--- config.mk ---
export PLATFORM = sky130hd
export DESIGN_NAME = mem_port_arbiter
export DESIGN_NICKNAME = d
export VERILOG_FILES = /design/src/rtl/mem_port_arbiter.sv
export SDC_FILE = /design/constraint.sdc
export NUM_CORES = 1
export LEC_CHECK = 0
export ABC_AREA = 1
export BUFFER_PORTS_ARGS = -buffer_cell sky130_fd_sc_hd__buf_2
export CAP_MARGIN = 5
export CORE_MARGIN = 10
export CORE_UTILIZATION = 34
export CTS_CLUSTER_DIAMETER = 50
export DETAILED_ROUTE_END_ITERATION = 16
export GPL_TIMING_DRIVEN = 0
export PLACE_DENSITY = 0.64
export SLEW_MARGIN = 20
export SYNTH_ARGS = -nofsm -noshare
export SYNTH_HDL_FRONTEND = slang
export SYNTH_SLANG_ARGS = --single-unit
--- constraint.sdc ---
create_clock -name clock -period 15.1 [get_ports clock]
set_input_delay 3.02 -clock clock [delete_from_list [all_inputs] [get_ports clock]]
set_output_delay 3.02 -clock clock [all_outputs]
set_load 0.005 [all_outputs]
--- src/rtl/mem_port_arbiter.sv ---
// mem_port_arbiter
//   Shares the single mmu memory port between the instruction-fetch requester and the
//   load/store requester. One requester is granted at a time. Each transaction runs
//   IDLE -> ISSUE -> WAIT -> DONE -> IDLE, where WAIT lasts READ_LATENCY-1 cycles and is
//   skipped when READ_LATENCY is 1. Data is returned with a one-cycle valid pulse. The
//   UART window (0x200-0x202) is treated exactly like RAM; the mmu does the decoding.
//
// Ports
//   clock, RST                   clock (posedge) and asynchronous active-high reset
//   ifReq, ifAddr                fetch request and address
//   ifGnt, ifValid, ifData       fetch accept pulse, data-valid pulse, fetched word
//   dReq, dAddr, dWData,         data request, address, store data,
//   dByteEna, dWE                store byte enables, 1 = store / 0 = load
//   dGnt, dValid, dRData         data accept pulse, done pulse, load data
//   memVaddr, memData,           mmu address, write data,
//   memByteena, memWE            byte enables, write enable
//   memQ                         mmu read data
//   busy                         high whenever a transaction is in flight
module mem_port_arbiter #(
    parameter int unsigned READ_LATENCY = 2,
    parameter int unsigned STARVE_LIMIT = 4
) (
    input  logic        clock,
    input  logic        RST,
    input  logic        ifReq,
    input  logic [31:0] ifAddr,
    output logic        ifGnt,
    output logic        ifValid,
    output logic [31:0] ifData,
    input  logic        dReq,
    input  logic [31:0] dAddr,
    input  logic [31:0] dWData,
    input  logic [3:0]  dByteEna,
    input  logic        dWE,
    output logic        dGnt,
    output logic        dValid,
    output logic [31:0] dRData,
    output logic [31:0] memVaddr,
    output logic [31:0] memData,
    output logic [3:0]  memByteena,
    output logic        memWE,
    input  logic [31:0] memQ,
    output logic        busy
);

    localparam logic [1:0] IDLE  = 2'd0;
    localparam logic [1:0] ISSUE = 2'd1;
    localparam logic [1:0] WAIT  = 2'd2;
    localparam logic [1:0] DONE  = 2'd3;

    localparam int unsigned WaitW   = (READ_LATENCY > 1) ? $clog2(READ_LATENCY) : 1;
    localparam int unsigned StarveW = $clog2(STARVE_LIMIT + 1);

    logic [1:0]         state;
    logic [31:0]        capAddr;
    logic [31:0]        capData;
    logic [3:0]         capBe;
    logic               capWe;
    logic               capFetch;
    logic [WaitW-1:0]   waitCnt;
    logic [StarveW-1:0] starveCnt;

    logic idle;
    logic starved;
    logic fetchWins;

    assign idle      = (state == IDLE);
    assign starved   = (starveCnt == StarveW'(STARVE_LIMIT));
    // Data has priority unless fetch has been passed over STARVE_LIMIT times in a row.
    assign fetchWins = ifReq && (!dReq || starved);
    assign ifGnt     = idle && fetchWins;
    assign dGnt      = idle && dReq && !fetchWins;

    // Address/data stay on the port from ISSUE until the next grant recaptures them;
    // strobes are only live during ISSUE.
    assign memVaddr   = capAddr;
    assign memData    = capData;
    assign memWE      = (state == ISSUE) && capWe;
    assign memByteena = (state == ISSUE) ? capBe : 4'h0;
    assign busy       = !idle;

    always_ff @(posedge clock or posedge RST) begin
        if (RST) begin
            state     <= IDLE;
            capAddr   <= 32'h0;
            capData   <= 32'h0;
            capBe     <= 4'h0;
            capWe     <= 1'b0;
            capFetch  <= 1'b0;
            waitCnt   <= '0;
            starveCnt <= '0;
            ifValid   <= 1'b0;
            dValid    <= 1'b0;
            ifData    <= 32'h0;
            dRData    <= 32'h0;
        end else begin
            ifValid <= 1'b0;
            dValid  <= 1'b0;
            case (state)
                IDLE: begin
                    if (ifGnt) begin
                        capAddr   <= ifAddr;
                        capData   <= 32'h0;
                        capBe     <= 4'hF;
                        capWe     <= 1'b0;
                        capFetch  <= 1'b1;
                        starveCnt <= '0;
                        state     <= ISSUE;
                    end else if (dGnt) begin
                        capAddr  <= dAddr;
                        capData  <= dWData;
                        capBe    <= dByteEna;
                        capWe    <= dWE;
                        capFetch <= 1'b0;
                        state    <= ISSUE;
                        if (!ifReq) begin
                            starveCnt <= '0;
                        end else if (!starved) begin
                            starveCnt <= starveCnt + 1'b1;
                        end
                    end else if (!ifReq) begin
                        starveCnt <= '0;
                    end
                end
                ISSUE: begin
                    if (READ_LATENCY == 1) begin
                        state <= DONE;
                    end else begin
                        // Counts the remaining WAIT cycles after this one.
                        waitCnt <= WaitW'(READ_LATENCY - 2);
                        state   <= WAIT;
                    end
                end
                WAIT: begin
                    if (waitCnt == '0) begin
                        state <= DONE;
                    end else begin
                        waitCnt <= waitCnt - 1'b1;
                    end
                end
                DONE: begin
                    if (capFetch) begin
                        ifData  <= memQ;
                        ifValid <= 1'b1;
                    end else begin
                        // Stores only acknowledge; dRData keeps the last load result.
                        if (!capWe) begin
                            dRData <= memQ;
                        end
                        dValid <= 1'b1;
                    end
                    state <= IDLE;
                end
                default: state <= IDLE;
            endcase
        end
    end

endmodule

Yosys cells after proc, flatten, opt, wreduce, memory -nomap -nowiden
Cells that the tools add are included.

cells by class
  add/subtract/negate cells = 2
  equal/unequal tests = 8
  multiplexer cells = 26
  bitwise operators = 2
  reduce and logical (&&, ||, !) cells = 17

operators with widths
  kind                 count
  $mux 32              4
  $mux 3               5
  $mux 4               3
  $mux 1               9
  $pmux 2 s4           1
  $mux 2               3
  $ne 3x3->1 const B   2
  $reduce_and 2->1     3
  $reduce_and 3->1     2
  $logic_and 1x1->1    5
  $eq 2x2->1 const B   2
  $reduce_bool 2->1    2
  $add 3x1->3 const B  1
  $eq 3x3->1 const B   1
  $logic_not 1->1      3
  $ne 3x1->1 const B   1
  $eq 2x1->1 const B   1
  $logic_not 2->1      1
  $ne 2x2->1 const B   1
  $not 1->1            2
  $pmux 1 s2           1
  $logic_or 1x1->1     1
  $sub 1x1->1 const B  1

storage, ports and cells
  flip-flop bits (word level) = 142
  output and inout bits = 138
  word-level logic and storage cells = 67

Logic depth before layout (Yosys ltp)
Gate-level depths: netlist of run 1.

  depth in word-level cells = 8
  mapped depth = 9
  mapped depth without buffers = 8

Least setup slack after synthesis of run 1
Ideal clock, no wire load.

  path kind = input to output
  from = input port ifReq
  to = output port dGnt
  arrival = 3.598 ns
  setup slack = 8.482 ns
  cell stages on the path = 3
  cells stage by stage = buf_2 -> clkbuf_1 -> a21oi_1

between the ends
  cells in the longest elaborated chain, start to end = 3

RTL lines
  element            line  source
  start, declared    25    input logic ifReq,
  $logic_and 1x1->1  70    assign fetchWins = ifReq && (!dReq || starved);
  $logic_not 1->1    72    assign dGnt = idle && dReq && !fetchWins;
  $logic_and 1x1->1  72
  end, declared      35    output logic dGnt,

No other way between the ends.

Worst setup path after layout of run 1
  from = input port dReq
  to = output port ifGnt

between the ends
  cells in the longest elaborated chain, start to end = 4

RTL lines
  element            line  source
  start, declared    30    input logic dReq,
  $logic_not 1->1    70
  $logic_or 1x1->1   70
  $logic_and 1x1->1  70
  $logic_and 1x1->1  71    assign ifGnt = idle && fetchWins;
  end, declared      27    output logic ifGnt,

No other way between the ends.

==> impl_metrics.tcl, run 1 <==
set metrics [dict create \
    final_layout_size_suffix_gt1_frac 0.326 \
    routed_wl_um 21100 \
    syn_avg_cell_area_um2 8.33 \
    nFillCells 1811 \
    cts.repair.resized 0 \
    grt_overflow 0 \
    relSlewSlack 0.620 \
    power_density_nw_per_um2 205 \
    hp-start "memData[12]$_DFFE_PP0P_" \
    fmax_mhz 142 \
    grt_max_degree 79 \
    design_area_um2 8430 \
    synth_top_area_cell "dfrtp_1" \
    clk_path_buf_depth 2 \
    drc 0 \
    critPathKind "input port to primary output" \
    viasPerCell 4.56 \
    synth_edf_count 0 \
    cp.required_ps 12080 \
    r2r-start "state[1]$_DFFE_PP0P_" \
    hpwl_um 16200 \
    leakagePower_nw 5.04 \
    antenna_found_initial 6 \
    postSynth.asyncResetShare 1.00 \
    cts-hold-fix-buffers 0 \
    core_area_um2 17900 \
    clock_power_share 0.242 \
    timing.hold.ws_ps 476 \
    drv_cap 0 \
    busiest_layer "met2" \
    die_area_um2 23900 \
    dpl_cell_area_um2 7850 \
    grt_use_met3 0.0796 \
    dr.first_iter.drc_count 214 \
    syn_nets 884 \
    cts-htree-levels 4 \
    die_h_um 155 \
    seq_power_share 0.383 \
    first_global_vias 6110 \
    worst_pin_slew_ps 570 \
    post-place-ws_ps 8030 \
    yosys-top-cells-count "254 x nand2_1, 141 x dfrtp_1, 116 x inv_1" \
    rsz0062_at_grt "no" \
    wire_per_inst_um 16.6 \
    fin_crit_sh 0.465 \
    ys_seq_area_frac 0.572 \
    yosysMostFrequentCell "nand2_1" \
    ys_types 19 \
    hold_path.class "register to register" \
    syn-cell-area_um2 6160 \
    tns_ps 0 \
    synth_ff_type "dfrtp_1" \
    worstRegToRegCells 7 \
    syn2layout_area_growth_pct 36.8 \
    finalCriticalPeriod_ps 7020 \
    ir_drop_mv 0.106 \
    arrival_ps 4000 \
    grtUsageMet2 0.269 \
    setup_viol_count_final 0 \
    yosysWarningCount 0 \
    cp_max_fo 10 \
    ant_nets 0 \
    io_buffers 273 \
    place.gp.congestion 0.844 \
    timing.final.ws_setup_ps 8080 \
    use_met1 0.201 \
    synthCells 740 \
    fp.dieW_um 155 \
    ys_ff_latch 141 \
    power.switching_w 0.000637 \
    hold_depth 2 \
    hold_viol 0 \
    cts_root_buf "clkbuf_16" \
    synth_area_leaders "dfrtp_1 57%, nand2_1 15%, inv_1 7.1%" \
    synth_top_area_frac 0.572 \
    cp-startpoint "dReq" \
    dr.pass1.iters 6 \
    fin_worst_skew_ps 11.0 \
    r2r_end "memVaddr[11]$_DFFE_PP0P_" \
    whs_endpoint "memData[12]$_DFFE_PP0P_" \
    cts_sinks 141 \
    finalMaxSlewViolations 0 \
    top_level_ports 275 \
    grt_pass1_wl_um 32900 \
    pwr-share-comb 0.375 \
    cts_setup_buffers 0 \
    grt_usage 0.172 \
    rows 49 \
    end_kind "primary output" \
    run_status "completed" \
    cts_tree "built" \
    swShare 0.369 \
    regToRegSetupSlack_ps 13330 \
    fin_nets 1177 \
    clock_latency_ps 420 \
    vias 5799 \
    numCtsBuffers 17 \
    start_util 0.344 \
    startpoint_type "input port" \
    intPower_w 0.00109 \
    clk_pin_slew_ps 60 \
]
==> metrics by stage <==
step,power (W),utilization,cells
2_1_floorplan,0.000992,-,740
3_3_place_gp,0.00131,0.437,1242
3_5_place_dp,0.00133,0.439,1243
4_1_cts,0.00175,0.471,1272
5_1_grt,0.00187,0.471,1272
6_report,0.00173,0.471,1273
==> placed cells by master, fill, tap and decap left out <==
cell	n
buf_2	304
nand2_1	254
dfrtp_1	141
inv_1	115
o21ai_0	66
nand3_1	65
nand4_1	33
clkbuf_16	17
clkbuf_1	14
ha_1	7
o21ai_1	4
bufinv_16	3
clkinv_2	3
nand2_2	2
clkinvlp_4	2
clkinv_4	2
diode_2	1
o22ai_1	1
nand3_2	1
o21ai_4	1
inv_2	1
buf_4	1
a21oi_1	1
nor2_1	1
inv_8	1
xnor2_1	1
inv_6	1
buf_16	1
==> state kept, by name, summed over array words and instances (netlist names) <==
register	flops
dRData	32
ifData	32
memData	32
memVaddr	32
capBe	4
starveCnt	3
state	2
capFetch	1
capWe	1
dValid	1
ifValid	1
==> worst max-delay path by stage <==
stage / end / cells after the start
after global placement: ifData[23]$_DFFE_PP0P_ / 2
final: ifGnt / 6
after global routing: ifGnt / 6
after detailed placement: ifGnt / 6
after CTS: ifGnt / 6
after floorplan: capBe[0]$_DFFE_PP0P_ / 1
==> power groups by stage <==
stage                     Sequential [W]  Combinational, W  Clock, W
final                           0.000661          0.000648  0.000417
after floorplan                 0.000674          0.000318         0
after global routing            0.000684          0.000741  0.000445
after global placement          0.000660          0.000654         0
after CTS                       0.000662          0.000666  0.000427
after detailed placement        0.000663          0.000667         0
==> cells by family after synthesis <==
| kind of cell | synth area share |
|---|---|
| xor gates and xnor gates | 0.00142 |
| and+or+nand+nor | 0.245 |
| DFF | 0.572 |
| buffers and inverters | 0.106 |
| AOI/OAI and AO/OA | 0.0613 |
| adders and majority gates | 0.0142 |
==> area by class of cell <==
cell class,instances,area [um^2],area share
flip-flops and latches,141,3530,0.419
multi-input cells,437,1990,0.236
repair buffers,274,1390,0.165
inverters,117,447,0.0530
clock buffers,18,429,0.0509
well taps,229,287,0.0340
plain buffers,45,211,0.0251
clock inverters,11,146,0.0174
diodes,1,2.50,0.000297
==> routing by layer <==
metal,part of all wire,routed length (um),vias up
met5,0.0030,63,-
met4,0.025,526,10
met1,0.43,9000,2616
met2,0.44,9350,256
li1,-,-,2877
met3,0.10,2150,40
==> critical path: stages <==
cell	delay, ps
buf_2	150
nand2_2	160
nand3_2	230
buf_2	270
inv_1	60
buf_2	100
(Power assumes the default switching activity.)
==> run 2, diff against run 1 <==
--- a/config.mk
+++ b/config.mk
@@ -5,7 +5,7 @@
 export SDC_FILE = /design/constraint.sdc
 export NUM_CORES = 1
 export LEC_CHECK = 0
-export ABC_AREA = 1
+export ABC_AREA = 0
 export BUFFER_PORTS_ARGS = -buffer_cell sky130_fd_sc_hd__buf_2
 export CAP_MARGIN = 5
 export CORE_MARGIN = 10
==> constraint.sdc (replaced) <==
create_clock -name clock -period 7.19 [get_ports clock]
set_input_delay 1.438 -clock clock [delete_from_list [all_inputs] [get_ports clock]]
set_output_delay 1.438 -clock clock [all_outputs]
set_load 0.005 [all_outputs]
==> run 2 against run 1 <==
Compared with the run above:
- critical endpoint unchanged
- first-iteration DRC count shrank 38%
- sequential share of layout area grew 0.91 points
- critical path type unchanged
- power grew 120%
==> impl_metrics.tcl, run 2 <==
set metrics [dict create \
    run_status "completed" \
    synth_edf_count 0 \
    relSlewSlack 0.593 \
    cts_tree "built" \
    grt_usage 0.159 \
    swShare 0.328 \
    clock_power_share 0.246 \
    ys_types 33 \
    cts-htree-levels 4 \
    drv_cap 0 \
    fin_worst_skew_ps 7.39 \
    cts_setup_buffers 0 \
    intPower_w 0.00254 \
    hpwl_um 14700 \
    cp_cell_sequence "buf_2 > nand2_1 > clkbuf_1 > nor2_1 > buf_2" \
    synth_compound_area_frac 0.153 \
    wire_per_inst_um 19.0 \
    yosysMostFrequentCell "dfrtp_1" \
    cpMaxStageDelayCell "clkbuf_1" \
    ir_drop_mv 0.205 \
    die_area_um2 23100 \
    ys_ff_latch 141 \
    final_layout_size_suffix_gt1_frac 0.539 \
    io_buffers 274 \
    postSynth.asyncResetShare 1.00 \
    dr.pass1.iters 4 \
    finalCriticalPeriod_ps 3790 \
    synthAdderAreaFrac 0.0148 \
    place_inst 952 \
    worst_pin_slew_ps 610 \
    setup_viol_count_final 0 \
    fp.dieW_um 152 \
    cts.repair.resized 0 \
    rows 48 \
    ant_nets 0 \
    crit_top_cell "buf_2" \
    power_density_nw_per_um2 459 \
    viasPerCell 4.76 \
    clk_pin_slew_ps 60 \
    antenna_found_initial 1 \
    hold_depth 1 \
    synthCells 452 \
    regToRegSetupSlack_ps 5380 \
    core_area_um2 17200 \
    syn_avg_cell_area_um2 13.1 \
    yosys-top-cells-count "141 x dfrtp_1, 36 x nor2_1, 33 x a22o_1" \
    hold_path.class "register to register" \
    timing.hold.ws_ps 494 \
    start_util 0.345 \
    critPathKind "input port to primary output" \
    cts-hold-fix-buffers 0 \
    synth.mux.area_fraction 0.146 \
    synth_area_leaders "dfrtp_1 60%, mux2_4 7.6%, mux2_2 6.1%" \
    synth-simple-area-share 0.0422 \
    place.gp.congestion 0.817 \
    clock_latency_ps 410 \
    fin_crit_sh 0.527 \
    synth_ff_type "dfrtp_1" \
    cp_max_fo 10 \
    syn_nets 596 \
    finalMaxSlewViolations 0 \
    tns_ps 0 \
    top_level_ports 275 \
    yosysWarningCount 0 \
    syn-cell-area_um2 5930 \
    grt_pass1_wl_um 29700 \
    synth_top_area_frac 0.595 \
    grt_max_degree 75 \
    routed_wl_um 18800 \
    end_kind "primary output" \
    final_cell_mix "286 x buf_2, 141 x dfrtp_1, 36 x nor2_1" \
    cts_sinks 141 \
    final_common_cell "buf_2" \
    die_h_um 152 \
    first_global_vias 5191 \
    pwr-share-comb 0.392 \
    cts_root_buf "clkbuf_16" \
    final_cells 985 \
    arrival_ps 2350 \
    rsz0062_at_grt "no" \
    synth-xor-area-share 0 \
    synth_top_area_cell "dfrtp_1" \
    leakagePower_nw 4.10 \
    grt_overflow 0 \
    worstRegToRegCells 7 \
    syn2layout_area_growth_pct 39.1 \
    ys_seq_area_frac 0.595 \
    power.switching_w 0.00124 \
    synth_top_family_by_area "compound AO/OA/AOI/OAI gates" \
    cp.required_ps 5750 \
    nFillCells 1595 \
    cp_slowest_stage_delay_ps 340 \
    seq_power_share 0.362 \
    clk_path_buf_depth 2 \
    fmax_mhz 264 \
    numCtsBuffers 17 \
    fin_nets 890 \
    startpoint_type "input port" \
    dr.first_iter.drc_count 132 \
    hold_viol 0 \
    drc 0 \
    vias 4689 \
]
-- run 2: critical path, delay by kind of cell --
family	cells	cell delay [ps]
and+or+nand+nor	2	280
buffers and inverters	3	620
-- run 2: final cells by class --
cell class / count / area (um^2) / area share
diodes: 1 / 2.50 / 0.000303
plain buffers: 35 / 259 / 0.0314
clock buffers: 19 / 453 / 0.0549
clock inverters: 13 / 178 / 0.0215
inverters: 8 / 37.5 / 0.00455
multi-input cells: 268 / 2110 / 0.256
flip-flops and latches: 141 / 3530 / 0.428
well taps: 225 / 282 / 0.0341
repair buffers: 275 / 1400 / 0.170
-- run 2: kinds of logic after synthesis --
logic type / Yosys count
compound gates: 140
buf+inv: 43
simple gates: 54
flops: 141
mux: 67
fa+ha+maj: 7
-- run 2: power groups by stage --
stage / Clock (W) / Combinational [W] / Sequential (W)
after CTS: 0.000959 / 0.00152 / 0.00137
after detailed placement: 0 / 0.00152 / 0.00138
final: 0.000931 / 0.00148 / 0.00137
after global placement: 0 / 0.00149 / 0.00137
after global routing: 0.000995 / 0.00164 / 0.00142
after floorplan: 0 / 0.000821 / 0.00140
-- run 2: path summary, 6_finish.rpt --
kind,endpoint,startpoint
max in group asynchronous,state[1]$_DFFE_PP0P_,RST
hold reg to reg,dRData[30]$_DFFE_PP0P_,dRData[30]$_DFFE_PP0P_
setup reg to reg,memVaddr[2]$_DFFE_PP0P_,state[0]$_DFFE_PP0P_
min in group asynchronous,dRData[29]$_DFFE_PP0P_,RST
hold / removal,dRData[30]$_DFFE_PP0P_,dRData[30]$_DFFE_PP0P_
setup / recovery,ifGnt,ifReq
-- run 2: metrics by stage --
step | cell area (um^2) | worst slack (ps) | total power, W | util
2_1_floorplan | 5930 | 1970 | 0.00222 | -
3_3_place_gp | 7580 | 99.9 | 0.00286 | 0.441
6_report | 8250 | 3400 | 0.00378 | 0.480
4_1_cts | 8250 | 3380 | 0.00385 | 0.480
5_1_grt | 8250 | 3310 | 0.00405 | 0.480
3_5_place_dp | 7620 | 3390 | 0.00289 | 0.443
-- run 2: per-layer routing --
layer	part of all wire	wire length [um]	up-vias	GRT usage
li1	-	-	2229	-
met1	0.43	8040	2226	0.194
met2	0.46	8560	221	0.246
met3	0.10	1940	13	0.0785
met4	0.012	216	0	0.0413
met5	0	0	-	0
